<file path="config.mk">
export PLATFORM = sky130hd
export DESIGN_NAME = instr_mem_loader
export DESIGN_NICKNAME = d
export VERILOG_FILES = /design/src/rtl/instr_mem_loader.sv
export SDC_FILE = /design/constraint.sdc
export NUM_CORES = 1
export LEC_CHECK = 0
export BUFFER_PORTS_ARGS = -buffer_cell sky130_fd_sc_hd__buf_2
export CELL_PAD_IN_SITES_DETAIL_PLACEMENT = 1
export CELL_PAD_IN_SITES_GLOBAL_PLACEMENT = 1
export CORE_MARGIN = 2
export CORE_UTILIZATION = 36
export DETAILED_ROUTE_END_ITERATION = 6
export PLACE_DENSITY_LB_ADDON = 0.1
export SETUP_SLACK_MARGIN = 0.1
export SLEW_MARGIN = 20
export SYNTH_ARGS = -nofsm -noshare
export SYNTH_HDL_FRONTEND = slang
export SYNTH_SLANG_ARGS = --single-unit
export TNS_END_PERCENT = 1
</file>
<file path="constraint.sdc">
create_clock -name clk_i -period 3.4 [get_ports clk_i]
set_input_delay 0.68 -clock clk_i [delete_from_list [all_inputs] [get_ports clk_i]]
set_output_delay 0.68 -clock clk_i [all_outputs]
set_load 0.05 [all_outputs]
</file>
<file path="src/rtl/instr_mem_loader.sv">
// instr_mem_loader
//   Encodes MIPS instructions (R-type, lw, sw, beq, addi, j) from field-level requests and
//   writes them into instruction memory sequentially from BASE_ADDR upward. It is used to
//   preload programs before the core is released.
// Ports
//   clk_i            rising-edge clock
//   reset_i          synchronous active-high reset
//   start_i          1-cycle pulse: restart at BASE_ADDR, clear done/full/err/count
//   in_valid_i       request valid
//   in_ready_o       loader can accept a request
//   in_kind_i        0=RTYPE 1=LW 2=SW 3=BEQ 4=ADDI 5=J; 6,7 illegal
//   in_rs_i .. in_target_i  instruction fields
//   in_last_i        request is the final instruction of the program
//   imem_we_o        instruction-memory write strobe
//   imem_addr_o      word address of the write
//   imem_wdata_o     encoded instruction
//   loaded_count_o   words written since reset/start
//   done_o           load finished (last word written or memory full)
//   full_o           every word from BASE_ADDR to the top has been written
//   err_o            sticky: an illegal in_kind was received
module instr_mem_loader #(
   parameter int unsigned ADDR_W    = 6,
   parameter int unsigned BASE_ADDR = 0
) (
   input  logic              clk_i,
   input  logic              reset_i,
   input  logic              start_i,
   input  logic              in_valid_i,
   output logic              in_ready_o,
   input  logic [2:0]        in_kind_i,
   input  logic [4:0]        in_rs_i,
   input  logic [4:0]        in_rt_i,
   input  logic [4:0]        in_rd_i,
   input  logic [4:0]        in_shamt_i,
   input  logic [5:0]        in_funct_i,
   input  logic [15:0]       in_imm_i,
   input  logic [25:0]       in_target_i,
   input  logic              in_last_i,
   output logic              imem_we_o,
   output logic [ADDR_W-1:0] imem_addr_o,
   output logic [31:0]       imem_wdata_o,
   output logic [ADDR_W:0]   loaded_count_o,
   output logic              done_o,
   output logic              full_o,
   output logic              err_o
);

   typedef enum logic [1:0] {StLoad, StWrite, StDone} state_e;

   localparam logic [ADDR_W-1:0] BaseAddr = ADDR_W'(BASE_ADDR);
   localparam logic [ADDR_W-1:0] TopAddr  = '1;
   localparam logic [ADDR_W:0]   CountOne = {{ADDR_W{1'b0}}, 1'b1};

   state_e      state_q;
   logic        last_q;
   logic [31:0] enc_word;
   logic        enc_legal;

   always_comb begin
      enc_word  = 32'h0;
      enc_legal = 1'b1;
      unique case (in_kind_i)
         3'd0:    enc_word = {6'b000000, in_rs_i, in_rt_i, in_rd_i, in_shamt_i, in_funct_i};
         3'd1:    enc_word = {6'b100011, in_rs_i, in_rt_i, in_imm_i};
         3'd2:    enc_word = {6'b101011, in_rs_i, in_rt_i, in_imm_i};
         3'd3:    enc_word = {6'b000100, in_rs_i, in_rt_i, in_imm_i};
         3'd4:    enc_word = {6'b001000, in_rs_i, in_rt_i, in_imm_i};
         3'd5:    enc_word = {6'b000010, in_target_i};
         default: enc_legal = 1'b0;
      endcase
   end

   // imem_addr_o doubles as the write pointer; all outputs are registered.
   always_ff @(posedge clk_i) begin
      if (reset_i) begin
         state_q        <= StLoad;
         last_q         <= 1'b0;
         in_ready_o     <= 1'b1;
         imem_we_o      <= 1'b0;
         imem_addr_o    <= BaseAddr;
         imem_wdata_o   <= 32'h0;
         loaded_count_o <= '0;
         done_o         <= 1'b0;
         full_o         <= 1'b0;
         err_o          <= 1'b0;
      end else if (start_i) begin
         // A write strobed this cycle has already been presented; it completes on this edge.
         state_q        <= StLoad;
         in_ready_o     <= 1'b1;
         imem_we_o      <= 1'b0;
         imem_addr_o    <= BaseAddr;
         loaded_count_o <= '0;
         done_o         <= 1'b0;
         full_o         <= 1'b0;
         err_o          <= 1'b0;
      end else begin
         imem_we_o <= 1'b0;
         unique case (state_q)
            StLoad: begin
               if (in_valid_i) begin
                  if (enc_legal) begin
                     imem_wdata_o <= enc_word;
                     last_q       <= in_last_i;
                     imem_we_o    <= 1'b1;
                     in_ready_o   <= 1'b0;
                     state_q      <= StWrite;
                  end else begin
                     err_o <= 1'b1;
                     if (in_last_i) begin
                        in_ready_o <= 1'b0;
                        done_o     <= 1'b1;
                        state_q    <= StDone;
                     end
                  end
               end
            end
            StWrite: begin
               loaded_count_o <= loaded_count_o + CountOne;
               if (imem_addr_o == TopAddr) begin
                  // Pointer never wraps: hold at the top and finish as full.
                  full_o  <= 1'b1;
                  done_o  <= 1'b1;
                  state_q <= StDone;
               end else begin
                  imem_addr_o <= imem_addr_o + 1'b1;
                  if (last_q) begin
                     done_o  <= 1'b1;
                     state_q <= StDone;
                  end else begin
                     in_ready_o <= 1'b1;
                     state_q    <= StLoad;
                  end
               end
            end
            StDone: begin
               in_ready_o <= 1'b0;
            end
            default: begin
               state_q <= StLoad;
            end
         endcase
      end
   end

endmodule

</file>
**Word level (Yosys, flattened, before mapping)**

Index checks and enable logic that the tools add are counted.

- Output and inout bits: 50
- Bits in latches: 0
- Register bits: 53
- Bits of input ports: 76
- Bits in writable memories: 0
- Memories: 0
- ROM bits: 0
- Word-level logic and storage cells: 68

- Shift operators: 0
- Add/sub/neg operators: 2
- Magnitude comparators: 0
- Div/mod/pow operators: 0
- Equal/unequal tests: 15
- Reduce and logical (&&, ||, !) cells: 14
- Multiply operators: 0
- Muxes and demuxes: 21
- Bitwise gates (word level): 6

Operator list:

| kind | count |
|---|---|
| $pmux 32 s6 | 1 |
| $mux 1 | 12 |
| $mux 2 | 5 |
| $ne 2x2->1 const B | 5 |
| $reduce_and 5->1 | 2 |
| $add 7x1->7 const B | 1 |
| $add 6x1->6 const B | 1 |
| $eq 3x2->1 const B | 2 |
| $eq 3x3->1 const B | 2 |
| $eq 6x6->1 const B | 1 |
| $ne 3x3->1 const B | 2 |
| $not 1->1 | 6 |
| $pmux 2 s3 | 1 |
| $reduce_and 3->1 | 2 |
| $reduce_or 6->1 | 1 |
| $reduce_and 2->1 | 2 |
| $reduce_and 4->1 | 1 |
| $reduce_or 4->1 | 1 |
| $eq 3x1->1 const B | 1 |
| $logic_not 3->1 | 1 |
| $pmux 1 s3 | 1 |
| $reduce_bool 3->1 | 1 |
| $eq 2x1->1 const B | 1 |
| $eq 2x2->1 const B | 1 |
| other kinds (4) | 4 |

**Logic depth before layout (Yosys ltp)**

- Word-level depth: 6
- Mapped depth: 6
- Depth with buffers taken out: 5

**Least setup slack after synthesis**

OpenSTA, ideal clock, no wires.

- Path type: input-to-reg
- Start point: input reset_i
- End point: register loaded_count_o[6]
- Cell stages on the path: 5
- Setup slack: 1.568 ns
- Required time: 3.340 ns
- Library setup time: 0.060 ns
- Buffers on the path: 2
- Arrival time: 1.772 ns
- Cell sequence: clkbuf_1 -> or2_2 -> clkbuf_1 -> or4_1 -> nand2_1

- Longest elaborated chain between the ends: 1

RTL lines:

| item | RTL line | source |
|---|---|---|
| start: declaration | 26 | `input logic reset_i,` |
| $reduce_or 2->1 (no source line) | - |  |
| end signal: assignment | 118 | `loaded_count_o <= loaded_count_o + CountOne;` |
| end: declaration | 42 | `output logic [ADDR_W:0] loaded_count_o,` |

Every way passes these cells.
A chain may end at the register's enable or synchronous reset.

**Final worst setup path**

- Start point: input in_kind_i[1]
- End point: register imem_wdata_o[3]

- Longest elaborated chain between the ends: 4
- Elaborated cells between the ends (all ways): 10
- Classes of those cells: eq/ne (5); mux (2); reduce/logical (3)

RTL lines:

| item | RTL line | source |
|---|---|---|
| start: declaration | 30 | `input logic [2:0] in_kind_i,` |
| $eq 3x3->1 (tied with other cells) | 62 | `unique case (in_kind_i)` |
| $reduce_or 6->1 (no source line) | - |  |
| $mux 1 | 62 |  |
| $reduce_and 4->1 (no source line) | - |  |
| end signal: assignment | 102 | `imem_wdata_o <= enc_word;` |
| end: declaration | 41 | `output logic [31:0] imem_wdata_o,` |

Several ways; a longest one is shown, not always the timed one.

==> results.sh <==
export IMPL_grt_max_degree=41
export IMPL_synth_area_leaders="dfxtp_1 36%, a211oi_2 11%, a21oi_1 11%"
export IMPL_ys_ff_latch=51
export IMPL_synth_async_reset_ratio_pct=0
export IMPL_skew_ps=5.75
export IMPL_post_layout_nonfiller_instances=541
export IMPL_timing_rr_start="state_q[0]$_SDFFE_PP0P_"
export IMPL_core_rowCount=32
export IMPL_cts_root_buf="clkbuf_8"
export IMPL_clock_path_buffers=2
export IMPL_syn_avg_cell_area_sq_um=8.53
export IMPL_final_max_slew_viol_count=0
export IMPL_drt_iter0_drc=68
export IMPL_routed_wirelength_um=8550
export IMPL_status="finished clean"
export IMPL_synthesis_nets=414
export IMPL_worstSetupPathType="input pin to flip-flop"
export IMPL_finalHoldViolations=0
export IMPL_combPwrFrac_pct=26.7
export IMPL_hold_path_class="flip-flop to flip-flop"
export IMPL_rsz0062_at_grt="false"
export IMPL_chipWidth_um=93.2
export IMPL_cts_sinks=51
export IMPL_vias=2863
export IMPL_grt_pass1_vias=2803
export IMPL_io_pin_count=126
export IMPL_antenna_found_initial=1
export IMPL_h_tree_depth=2
export IMPL_place_inst=535
export IMPL_crit_start="in_kind_i[1]"
export IMPL_tns_ps=0
export IMPL_cts_buffers=5
export IMPL_synth_largest_area_cell="dfxtp_1"
export IMPL_synth_edf_count=0
export IMPL_regToRegEndpoint="imem_wdata_o[3]$_SDFFE_PP0P_"
export IMPL_powerDensity_mw_per_mm2=371
export IMPL_grt_pass1_wl_um=13700
export IMPL_cp_required_ps=3620
export IMPL_vias_per_cell=5.29
export IMPL_cts_tree="done"
export IMPL_routabilityCongestion=0.706
export IMPL_layout_drive_gt1_share_pct=37.1
export IMPL_p_sw_w=0.000441
export IMPL_ys_top_cells_by_count="62 x a21oi_1, 51 x dfxtp_1, 39 x nor2_1"
export IMPL_r2r_setup_slack_ps=1400
export IMPL_cp_max_fo=32
export IMPL_die_area_sq_mm=0.00869
export IMPL_grt_overflow=0
export IMPL_min_period_ps=2290
export IMPL_synth_most_common_cell="a21oi_1"
export IMPL_internal_power_w=0.000879
export IMPL_cp_data_arrival_time_ps=2510
export IMPL_cp_end_kind="flip-flop"
export IMPL_n_antenna_cell=0
export IMPL_setup_viol=0
export IMPL_ff_latch_area_sq_mm=0.00102
export IMPL_post_cts_resized=0
export IMPL_syn2layout_area_growth_pct=24.3
export IMPL_fin_util_pct=46.1
export IMPL_port_buffers=124
export IMPL_relSlewSlack_pct=43.3
export IMPL_ys_seq_area_share_pct=35.6
export IMPL_total_power_w=0.00132
export IMPL_die_h_um=93.2
export IMPL_hold_buffers=0
export IMPL_synth_cells=336
export IMPL_crit_end="imem_wdata_o[3]$_SDFFE_PP0P_"
export IMPL_path_clk_slew_ps=90
export IMPL_maxCapViolCount=0
export IMPL_drcViolationCount=0
export IMPL_pwr_share_seq_pct=48.4
export IMPL_clk_latency_ps=300
export IMPL_p_clk_share_pct=25.0
export IMPL_dp_hpwl_um=6200
export IMPL_nNetsFinal=518
export IMPL_min_period_over_period_pct=67.4
export IMPL_netlist_area_leader_share_pct=35.6
export IMPL_synth_warnings=0
export IMPL_netlist_area_sq_mm=0.00287
export IMPL_static_leakage_power_nw=1.57
export IMPL_synth_flop_cell="dfxtp_1"
export IMPL_ff2ff_path_depth=4
export IMPL_worst_pin_slew_ps=847
export IMPL_wire_per_inst_um=15.8
export IMPL_cts_setup_buffers=0
export IMPL_track_usage_pct=19.6
export IMPL_ir_drop_v=0.000153
export IMPL_initial_utilization_pct=37.1
export IMPL_fmaxAchievable_ghz=0.436
export IMPL_switching_share_pct=33.4
export IMPL_drtPass1Iterations=4
export IMPL_core_area_sq_mm=0.00773
export IMPL_fillCellCount=964
export IMPL_ys_types=42
export IMPL_multi_input_area_sq_mm=0.00166
export IMPL_cp_start_kind="input pin"
export IMPL_ant_nets=0
==> flip-flops by register name, indices dropped and copies added (netlist names) <==
name            flops
imem_wdata_o       30
imem_we_o           1
state_q             2
in_ready_o          1
last_q              1
imem_addr_o         6
err_o               1
full_o              1
loaded_count_o      7
done_o              1
==> critical path, cell delays in order <==
cell and delay (ps):
buf_2 500, inv_1 180, a21oi_2 660, a21oi_1 200
a211oi_2 280
==> power by group through the flow <==
stage | clock network, W | logic, W | registers [W]
detailed placement | 0 | 0.000355 | 0.000653
floorplan | 0 | 0.000168 | 0.000736
CTS | 0.000342 | 0.000356 | 0.000639
global placement | 0 | 0.000349 | 0.000652
finish | 0.000330 | 0.000352 | 0.000639
global route | 0.000371 | 0.000380 | 0.000643
==> layer usage <==
layer | wire [um] | vias to the layer above | global-route usage [%]
met1 | 3780 | 1364 | 24.5
met4 | 69 | 2 | 4.04
met3 | 469 | 8 | 4.59
met2 | 4210 | 74 | 34.4
met5 | 13 | - | 0
li1 | - | 1415 | -
==> placed cells by master, fill, tap and decap left out, types with 6 or more instances in the layout <==
master / count
nand2b_1: 11
a211oi_2: 25
nand2_1: 13
nand3_1: 16
nor2_1: 39
xor2_1: 7
dfxtp_1: 51
mux2i_1: 17
a21oi_1: 62
a211o_1: 16
o21ai_0: 6
buf_2: 124
==> cell families after synthesis <==
| group | count (synthesis) | synth area share (%) |
|---|---|---|
| AOI/OAI and AO/OA | 122 | 31.1 |
| buffers and inverters | 35 | 6.38 |
| adders and majority gates | 2 | 0.873 |
| and+or+nand+nor | 100 | 17.5 |
| xor gates and xnor gates | 8 | 2.45 |
| DFF | 51 | 35.6 |
| other | 1 | 0.131 |
| muxes | 17 | 5.94 |
==> stage by stage <==
step           setup WS [ps]  cell area (sq um)  hold slack (ps)
2_1_floorplan           1570               2870              460
3_3_place_gp             892               3490              437
3_5_place_dp             765               3490              456
4_1_cts                 1090               3560              469
5_1_grt                  976               3560              485
6_report                1110               3560              470
==> worst min-delay path by stage <==
stage / end / depth (start not counted) / start
after global routing: imem_wdata_o[29]$_SDFFE_PP0P_ / 2 / imem_wdata_o[29]$_SDFFE_PP0P_
after global placement: imem_wdata_o[29]$_SDFFE_PP0P_ / 2 / imem_wdata_o[29]$_SDFFE_PP0P_
after CTS: imem_wdata_o[29]$_SDFFE_PP0P_ / 2 / imem_wdata_o[29]$_SDFFE_PP0P_
after detailed placement: imem_wdata_o[29]$_SDFFE_PP0P_ / 2 / imem_wdata_o[29]$_SDFFE_PP0P_
final: imem_wdata_o[29]$_SDFFE_PP0P_ / 2 / imem_wdata_o[29]$_SDFFE_PP0P_
after floorplan: last_q$_SDFFE_PP0P_ / 2 / last_q$_SDFFE_PP0P_
==> layout make-up <==
type / count / share of cell area, %
multi-input combinational: 250 / 46.7
sequential: 51 / 28.7
timing repair buffer: 128 / 18.6
tap: 102 / 3.58
clock buffer: 6 / 2.04
inverter: 4 / 0.422
Power figures use the tool's default switching activity.
